`src/rtl/scrambler_key_scheduler_if.sv`:
```
// rtl/scrambler_key_scheduler_if.sv - config memory port and host byte-read port of the key scheduler
interface scrambler_key_scheduler_if #(
    parameter int ADDR_W = 8
) ();
    logic [ADDR_W-1:0] mem_addr;
    logic [7:0]        mem_q;
    logic              host_rd_req;
    logic [ADDR_W-1:0] host_addr;
    logic              host_rd_ack;
    logic              host_rd_valid;
    logic [7:0]        host_rd_data;

    modport master (
        output host_rd_req, host_addr, mem_q,
        input  mem_addr, host_rd_ack, host_rd_valid, host_rd_data
    );

    modport slave (
        input  host_rd_req, host_addr, mem_q,
        output mem_addr, host_rd_ack, host_rd_valid, host_rd_data
    );
endinterface

```
`src/rtl/scrambler_key_scheduler.sv`:
```
// rtl/scrambler_key_scheduler.sv - loads MODE/seed from config memory, commits at vsync, arbitrates host reads
// Optional checksum verification of offset 1 is enabled by defining SCRAMBLER_KEY_CHECKSUM_EN.
module scrambler_key_scheduler #(
    parameter int ADDR_W       = 8,
    parameter int READ_LATENCY = 2,
    parameter int NUM_BANKS    = 4
) (
    input  logic                         clk,
    input  logic                         reset_n,
    scrambler_key_scheduler_if.slave     bus_if,
    input  logic                         rekey_req_i,
    input  logic [$clog2(NUM_BANKS)-1:0] rekey_bank_i,
    input  logic                         vsync_i,
    output logic                         busy_o,
    output logic                         key_valid_o,
    output logic                         key_err_o,
    output logic                         mode_o,
    output logic [255:0]                 seed_o,
    output logic                         reset_n_scrambler_o
);
    localparam int BANK_W = $clog2(NUM_BANKS);
`ifdef SCRAMBLER_KEY_CHECKSUM_EN
    localparam bit CK_EN = 1'b1;
`else
    localparam bit CK_EN = 1'b0;
`endif
    localparam logic [5:0] NUM_READS = CK_EN ? 6'd34 : 6'd33;

    typedef enum logic [2:0] {S_BOOT, S_IDLE, S_LOAD, S_WAIT_VS, S_COMMIT} state_t;

    state_t              state_q;
    logic [BANK_W-1:0]   bank_q;
    logic [5:0]          iss_cnt_q;
    logic [5:0]          cap_cnt_q;
    logic [ADDR_W-1:0]   mem_addr_q;
    logic                host_ack_q;
    logic [READ_LATENCY:0] tag_vld_q;
    logic [READ_LATENCY:0] tag_host_q;
    logic [5:0]          tag_idx_q [READ_LATENCY+1];
    logic                shadow_mode_q, shadow_mode_d;
    logic [255:0]        shadow_seed_q, shadow_seed_d;
    logic [7:0]          shadow_ck_q, shadow_ck_d;
    logic                mode_q;
    logic [255:0]        seed_q;
    logic                key_valid_q, key_err_q, rst_scr_q, busy_q;

    logic                loader_on, host_go, cap_go, cap_last, ck_ok;
    logic [5:0]          iss_idx, iss_off, cap_idx;
    logic [ADDR_W-1:0]   iss_addr;
    logic [7:0]          seed_xor;

    // Tag index: 0 = MODE byte, 1 = checksum byte, 2..33 = seed bytes 0..31.
    assign loader_on = ((state_q == S_BOOT) || (state_q == S_LOAD)) && (iss_cnt_q != NUM_READS);
    assign host_go   = bus_if.host_rd_req && !host_ack_q && !loader_on;
    assign iss_idx   = CK_EN ? iss_cnt_q : ((iss_cnt_q == 6'd0) ? 6'd0 : iss_cnt_q + 6'd1);
    assign iss_off   = (iss_idx < 6'd2) ? iss_idx : iss_idx + 6'd30;
    assign iss_addr  = (ADDR_W'(bank_q) << 6) + ADDR_W'(iss_off);

    // Stage 0 pairs with the registered mem_addr; the last stage lines up with mem_q.
    assign cap_go   = tag_vld_q[READ_LATENCY] && !tag_host_q[READ_LATENCY];
    assign cap_idx  = tag_idx_q[READ_LATENCY];
    assign cap_last = cap_go && (cap_cnt_q == NUM_READS - 6'd1);

    always_comb begin
        shadow_mode_d = shadow_mode_q;
        shadow_ck_d   = shadow_ck_q;
        shadow_seed_d = shadow_seed_q;
        if (cap_go) begin
            if (cap_idx == 6'd0) begin
                shadow_mode_d = bus_if.mem_q[0];
            end else if (cap_idx == 6'd1) begin
                shadow_ck_d = bus_if.mem_q;
            end else begin
                shadow_seed_d[int'(6'd33 - cap_idx) * 8 +: 8] = bus_if.mem_q;
            end
        end
    end

    always_comb begin
        seed_xor = 8'd0;
        for (int i = 0; i < 32; i++) begin
            seed_xor = seed_xor ^ shadow_seed_d[8*i +: 8];
        end
    end

    assign ck_ok = !CK_EN || (seed_xor == shadow_ck_d);

    always_ff @(posedge clk or negedge reset_n) begin
        if (!reset_n) begin
            state_q       <= S_BOOT;
            bank_q        <= '0;
            iss_cnt_q     <= 6'd0;
            cap_cnt_q     <= 6'd0;
            mem_addr_q    <= '0;
            host_ack_q    <= 1'b0;
            tag_vld_q     <= '0;
            tag_host_q    <= '0;
            for (int i = 0; i <= READ_LATENCY; i++) begin
                tag_idx_q[i] <= 6'd0;
            end
            shadow_mode_q <= 1'b0;
            shadow_seed_q <= '0;
            shadow_ck_q   <= 8'd0;
            mode_q        <= 1'b0;
            seed_q        <= '0;
            key_valid_q   <= 1'b0;
            key_err_q     <= 1'b0;
            rst_scr_q     <= 1'b0;
            busy_q        <= 1'b0;
        end else begin
            shadow_mode_q <= shadow_mode_d;
            shadow_seed_q <= shadow_seed_d;
            shadow_ck_q   <= shadow_ck_d;
            host_ack_q    <= host_go;
            tag_vld_q[0]  <= loader_on || host_go;
            tag_host_q[0] <= host_go;
            tag_idx_q[0]  <= iss_idx;
            for (int i = 1; i <= READ_LATENCY; i++) begin
                tag_vld_q[i]  <= tag_vld_q[i-1];
                tag_host_q[i] <= tag_host_q[i-1];
                tag_idx_q[i]  <= tag_idx_q[i-1];
            end
            if (loader_on) begin
                mem_addr_q <= iss_addr;
                iss_cnt_q  <= iss_cnt_q + 6'd1;
            end else if (host_go) begin
                mem_addr_q <= bus_if.host_addr;
            end
            if (cap_go) begin
                cap_cnt_q <= cap_cnt_q + 6'd1;
            end
            busy_q <= (state_q != S_IDLE);

            case (state_q)
                S_BOOT: begin
                    // Boot commits straight away; the scrambler leaves reset on this edge.
                    if (cap_last) begin
                        if (ck_ok) begin
                            state_q     <= S_COMMIT;
                            mode_q      <= shadow_mode_d;
                            seed_q      <= shadow_seed_d;
                            key_valid_q <= 1'b1;
                            key_err_q   <= 1'b0;
                            rst_scr_q   <= 1'b1;
                        end else begin
                            state_q   <= S_IDLE;
                            key_err_q <= 1'b1;
                            busy_q    <= 1'b0;
                        end
                    end
                end
                S_IDLE: begin
                    if (rekey_req_i) begin
                        state_q   <= S_LOAD;
                        bank_q    <= rekey_bank_i;
                        iss_cnt_q <= 6'd0;
                        cap_cnt_q <= 6'd0;
                        busy_q    <= 1'b1;
                    end
                end
                S_LOAD: begin
                    if (cap_last) begin
                        state_q <= S_WAIT_VS;
                    end
                end
                S_WAIT_VS: begin
                    if (vsync_i) begin
                        if (ck_ok) begin
                            state_q     <= S_COMMIT;
                            mode_q      <= shadow_mode_d;
                            seed_q      <= shadow_seed_d;
                            key_valid_q <= 1'b1;
                            key_err_q   <= 1'b0;
                            rst_scr_q   <= 1'b0;
                        end else begin
                            state_q   <= S_IDLE;
                            key_err_q <= 1'b1;
                            busy_q    <= 1'b0;
                        end
                    end
                end
                S_COMMIT: begin
                    state_q   <= S_IDLE;
                    rst_scr_q <= 1'b1;
                    busy_q    <= 1'b0;
                end
                default: begin
                    state_q <= S_IDLE;
                end
            endcase
        end
    end

    assign bus_if.mem_addr      = mem_addr_q;
    assign bus_if.host_rd_ack   = host_ack_q;
    assign bus_if.host_rd_valid = tag_vld_q[READ_LATENCY] && tag_host_q[READ_LATENCY];
    assign bus_if.host_rd_data  = bus_if.host_rd_valid ? bus_if.mem_q : 8'd0;
    assign busy_o               = busy_q;
    assign key_valid_o          = key_valid_q;
    assign key_err_o            = key_err_q;
    assign mode_o               = mode_q;
    assign seed_o               = seed_q;
    assign reset_n_scrambler_o  = rst_scr_q;
endmodule
```
`src/flat_wrapper.sv`:
```
// flat-port wrapper written by rule: the top's interface ports become plain ports
module scrambler_key_scheduler_flat 
#(
    parameter int ADDR_W       = 8,
    parameter int READ_LATENCY = 2,
    parameter int NUM_BANKS    = 4
)
  (clk, reset_n, rekey_req_i, rekey_bank_i, vsync_i, busy_o, key_valid_o, key_err_o, mode_o, seed_o, reset_n_scrambler_o, bus_if_host_rd_req, bus_if_host_addr, bus_if_mem_q, bus_if_mem_addr, bus_if_host_rd_ack, bus_if_host_rd_valid, bus_if_host_rd_data);
  scrambler_key_scheduler_if #(.ADDR_W(ADDR_W)) bus_if_i ();
  input  logic clk;
  input  logic reset_n;
  input  logic rekey_req_i;
  input  logic [$clog2(NUM_BANKS)-1:0] rekey_bank_i;
  input  logic vsync_i;
  output logic busy_o;
  output logic key_valid_o;
  output logic key_err_o;
  output logic mode_o;
  output logic [255:0] seed_o;
  output logic reset_n_scrambler_o;
  input wire logic [$bits(bus_if_i.host_rd_req)-1:0] bus_if_host_rd_req;
  input wire logic [$bits(bus_if_i.host_addr)-1:0] bus_if_host_addr;
  input wire logic [$bits(bus_if_i.mem_q)-1:0] bus_if_mem_q;
  output wire logic [$bits(bus_if_i.mem_addr)-1:0] bus_if_mem_addr;
  output wire logic [$bits(bus_if_i.host_rd_ack)-1:0] bus_if_host_rd_ack;
  output wire logic [$bits(bus_if_i.host_rd_valid)-1:0] bus_if_host_rd_valid;
  output wire logic [$bits(bus_if_i.host_rd_data)-1:0] bus_if_host_rd_data;
  assign bus_if_i.host_rd_req = bus_if_host_rd_req;
  assign bus_if_i.host_addr = bus_if_host_addr;
  assign bus_if_i.mem_q = bus_if_mem_q;
  assign bus_if_mem_addr = bus_if_i.mem_addr;
  assign bus_if_host_rd_ack = bus_if_i.host_rd_ack;
  assign bus_if_host_rd_valid = bus_if_i.host_rd_valid;
  assign bus_if_host_rd_data = bus_if_i.host_rd_data;
  scrambler_key_scheduler #(.ADDR_W(ADDR_W), .READ_LATENCY(READ_LATENCY), .NUM_BANKS(NUM_BANKS)) u_core (.clk(clk), .reset_n(reset_n), .bus_if(bus_if_i), .rekey_req_i(rekey_req_i), .rekey_bank_i(rekey_bank_i), .vsync_i(vsync_i), .busy_o(busy_o), .key_valid_o(key_valid_o), .key_err_o(key_err_o), .mode_o(mode_o), .seed_o(seed_o), .reset_n_scrambler_o(reset_n_scrambler_o));
endmodule
```
`config.mk`:
```
export PLATFORM = sky130hd
export DESIGN_NAME = scrambler_key_scheduler_flat
export DESIGN_NICKNAME = d
export VERILOG_FILES = /design/src/rtl/scrambler_key_scheduler_if.sv /design/src/rtl/scrambler_key_scheduler.sv /design/src/flat_wrapper.sv
export SDC_FILE = /design/constraint.sdc
export NUM_CORES = 1
export LEC_CHECK = 0
export BUFFER_PORTS_ARGS = -buffer_cell sky130_fd_sc_hd__buf_2
export CAP_MARGIN = 0
export CELL_PAD_IN_SITES_DETAIL_PLACEMENT = 1
export CELL_PAD_IN_SITES_GLOBAL_PLACEMENT = 1
export CORE_MARGIN = 4
export CORE_UTILIZATION = 47
export CTS_CLUSTER_SIZE = 28
export DETAILED_ROUTE_END_ITERATION = 10
export GPL_ROUTABILITY_DRIVEN = 0
export GPL_TIMING_DRIVEN = 0
export PLACE_DENSITY_LB_ADDON = 0.1
export SYNTH_ARGS = -nofsm -noshare
export SYNTH_HDL_FRONTEND = slang
export SYNTH_SLANG_ARGS = --single-unit
```
`constraint.sdc`:
```
create_clock -name clk -period 6.4 [get_ports clk]
set_clock_uncertainty 0.15 [all_clocks]
set_input_delay 0.64 -clock clk [delete_from_list [all_inputs] [get_ports clk]]
set_output_delay 0.64 -clock clk [all_outputs]
set_load 0.03 [all_outputs]
```
==> metrics.yaml <==
pwr:
  p_sw_mw: 4.467
  clock_power_share_pct: 31.6
  comb_power_share_pct: 32.0
  p_per_area_mw_per_mm2: 408.3
  switching_share_pct: 39.02
  intPower_mw: 6.980
  irDropWorstVdd_mv: 0.2205
  p_leak_nw: 12.14
  p_seq_share_pct: 36.4
synthesis:
  synth_flop_cell: "dfrtp_1"
  netlist-cell-type-count: 63
  syn_inst: 2209
  yosysMostFrequentCell: "dfrtp_1"
  yosys_warnings: 0
  yosys-top-cells-area: "dfrtp_1 60%, nand2_1 7.2%, mux2_2 5.8%, a31oi_1 4.8%, nor2_1 4.5%"
  yosysTopAreaCell: "dfrtp_1"
  synth-edff-count: 0
  synth_area_mm2: 0.02352
  avgSynthCellArea_um2: 10.65
  synthDominantCellAreaShare_pct: 60.22
  syn_nets: 2249
  ys_seq_area_share_pct: 60.22
  yosys-top-cells-count: "566 x dfrtp_1, 452 x nand2_1, 281 x nor2_1, 182 x a31oi_1, 121 x mux2_2"
  synth-seq-cells: 566
  synthArstFlopShare_pct: 100.0
timing:
  rsz0062_at_grt: "no"
  max_freq_mhz: 180.6
  slew_violations: 0
  timing.final.ws_setup_ns: 0.8615
  post-route-period-util_pct: 86.54
  setup_violations: 0
  period_needed_ns: 5.538
  worst_pin_slew_ns: 1.375
  hold_violations: 0
  relSlewSlack_pct: 8.270
setup_path:
  rrSetupSlack_ns: 0.86
  critPathCaptureType: "flop"
  critical_path.max_stage_delay_ns: 0.58
  critPathArrivalTime_ns: 5.92
  timing.rr.start: "u_core.cap_idx[1]"
  crit_chain: "inv_1 > ha_1 > buf_2 > nand3b_1 > o31ai_1 > nand2_1 > ha_1 > nor4_1 > and4_1 > buf_2 > and2_1 > clkbuf_1 > o2111ai_1 > clkbuf_1 > or2_2 > a31oi_1"
  slowest_stage: "o31ai_1"
  worst_setup_path_start_kind: "flop"
  worstSetupEndpoint: "u_core.seed_o[70]"
  worst-path-max-fanout: 10
  ff2ff_path_depth: 16
  critPathRequiredTime_ns: 6.78
  crit_type: "reg2reg"
  startpoint: "u_core.cap_idx[1]"
  reg2reg_to: "u_core.seed_o[70]"
cells_and_area:
  seq_area_mm2: 0.01416
  drive_gt1_share_pct: 26.14
  antenna_cells: 0
  fin_nets: 2614
  multi_input_area_mm2: 0.008812
  num-fill-cells: 5425
  final_cell_area_mm2: 0.02803
  syn_to_final_growth_pct: 19.18
outcome:
  status: "complete, no violations"
clock_network:
  h-tree-depth: 2
  cts.clk_slew.worst_paths_ns: 0.07
  cts_tree: "yes"
  numCtsBuffers: 58
  clock_path_buffers: 3
  cts_sinks: 566
  cts_setup_buffers: 0
  ctsHoldBuffers: 1
  cts_root_buf: "clkbuf_16"
  clock_latency_ns: 0.63
  ctsResizeCount: 0
detailed_routing:
  drt_iter0_drc: 1278
  dr.pass1.iters: 5
  ant_nets: 0
  viasPerCell: 5.514
  drc: 0
  vias: 18130
  post_drt_wl_per_cell_um: 22.55
  routed_wl_mm: 74.15
floorplan:
  pin_count: 302
  die_h_um: 231.7
  core_mm2: 0.04925
  initial_core_util_pct: 47.75
  fp-row-count: 81
  die-area_mm2: 0.05369
  fp.dieW_um: 231.7
global_route:
  grt_pass1_vias: 19640
  grt_max_degree: 128
  grt-ovfl-total: 0
  grt_usage_pct: 27.43
  antenna_found_initial: 0
  grt_pass1_wl_mm: 114.7
placed_design:
  dp_slack_ns: 0.9886
  placedInstanceArea_mm2: 0.02598
  dp_hpwl_mm: 53.00
  port_buffers: 300
job:
  max_cap_violations: 0
hold_path:
  hold_depth: 2
  hold_path.class: "in2reg"
routing by layer:
metal | wire length, um | part of all wire [%] | GRT usage, %
met2 | 35920 | 48 | 45.62
met3 | 4213 | 5.7 | 5.753
met5 | 0 | 0 | 0
met4 | 1957 | 2.6 | 7.323
met1 | 32060 | 43 | 36.98
registers in the layout, indices dropped and copies added, names as in the netlist:
name	count
u_core.bank_q	2
u_core.bus_if.mem_addr	8
u_core.busy_o	1
u_core.cap_cnt_q	6
u_core.cap_idx	6
u_core.iss_cnt_q	6
u_core.key_valid_o	1
u_core.mode_o	1
u_core.reset_n_scrambler_o	1
u_core.seed_o	256
u_core.shadow_mode_q	1
u_core.shadow_seed_q	256
u_core.state_q	3
u_core.tag_host_q	3
u_core.tag_idx_q	12
u_core.tag_vld_q	3
stage by stage:
stage	hold slack (ns)	power (mW)	TNS (ns)	instances	utilization, %
global route	0.1155	12.04	0	3288	56.91
floorplan	0.1812	6.484	0	2209	-
CTS	0.08862	11.51	0	3288	56.91
global placement	0.1837	7.716	-3829.96	3173	52.49
detailed placement	0.1863	7.858	0	3177	52.74
finish	0.1191	11.45	0	3288	56.91
worst min-delay path by stage:
| stage | start | slack [ns] | end |
|---|---|---|---|
| floorplan | u_core.tag_idx_q[6] | 0.18 | u_core.cap_idx[0] |
| finish | rekey_bank_i[0] | 0.12 | u_core.bank_q[0] |
| CTS | rekey_bank_i[0] | 0.09 | u_core.bank_q[0] |
| global route | rekey_bank_i[0] | 0.12 | u_core.bank_q[0] |
| global placement | u_core.tag_host_q[1] | 0.18 | u_core.tag_host_q[2] |
| detailed placement | u_core.tag_idx_q[16] | 0.19 | u_core.tag_idx_q[10] |
critical path: cells and delay by family, from the launching register on:
kind	cells	cell delay (ns)
AND/OR/NAND/NOR	6	1.59
buffers and inverters	5	1.41
AO/OA/AOI/OAI	3	1.30
adder cells (fa/ha/maj)	2	0.53
flip-flops	1	0.45
power groups by stage:
| stage | logic, mW | clock network, mW | registers (mW) |
|---|---|---|---|
| 3_3_place_gp | 3.50 | 0 | 4.22 |
| 4_1_cts | 3.66 | 3.68 | 4.17 |
| 5_1_grt | 3.99 | 3.85 | 4.21 |
| 2_1_floorplan | 2.12 | 0 | 4.36 |
| 3_5_place_dp | 3.63 | 0 | 4.23 |
| 6_report | 3.67 | 3.62 | 4.17 |
logic make-up after synthesis:
logic type | synth area share [%]
AO/OA/AOI/OAI | 8.011
XOR/XNOR | 0.8192
adder cells (fa/ha/maj) | 0.9043
buffers and inverters | 2.335
flip-flops | 60.22
multiplexers | 7.878
other | 0.01594
AND/OR/NAND/NOR | 19.82
cells in the final DEF, fill, tap and decap left out, types with 6 or more instances in the layout:
| cell type | n |
|---|---|
| a31oi_1 | 182 |
| mux2i_1 | 7 |
| dfrtp_1 | 566 |
| nor4_1 | 8 |
| clkbuf_1 | 114 |
| nand2b_1 | 55 |
| a21oi_1 | 8 |
| clkbuf_8 | 6 |
| nand3_1 | 34 |
| clkinv_2 | 14 |
| clkinvlp_4 | 7 |
| clkbuf_16 | 59 |
| nor3_1 | 6 |
| o21ai_0 | 18 |
| buf_2 | 309 |
| or3_1 | 9 |
| mux2_4 | 16 |
| and2_1 | 7 |
| ha_1 | 17 |
| nor2_1 | 281 |
| and3_1 | 9 |
| mux2_2 | 121 |
| nor2b_1 | 16 |
| nand2_1 | 452 |
| bufinv_16 | 9 |
| nand4_1 | 21 |
| xor2_1 | 9 |
| inv_1 | 13 |
| xnor2_1 | 13 |
| a211oi_4 | 6 |
| mux2_1 | 16 |
| o2111ai_1 | 22 |
| or2_2 | 114 |
area by class of cell:
class / instances / share of cell area (%)
tap: 664 / 2.964
clock buffer: 75 / 5.695
multi-input combinational: 1506 / 31.44
clock inverter: 35 / 1.598
sequential: 566 / 50.53
inverter: 14 / 0.1875
timing repair buffer: 305 / 5.820
buffer: 123 / 1.772
No activity file was read; power rests on OpenSTA's default activity.
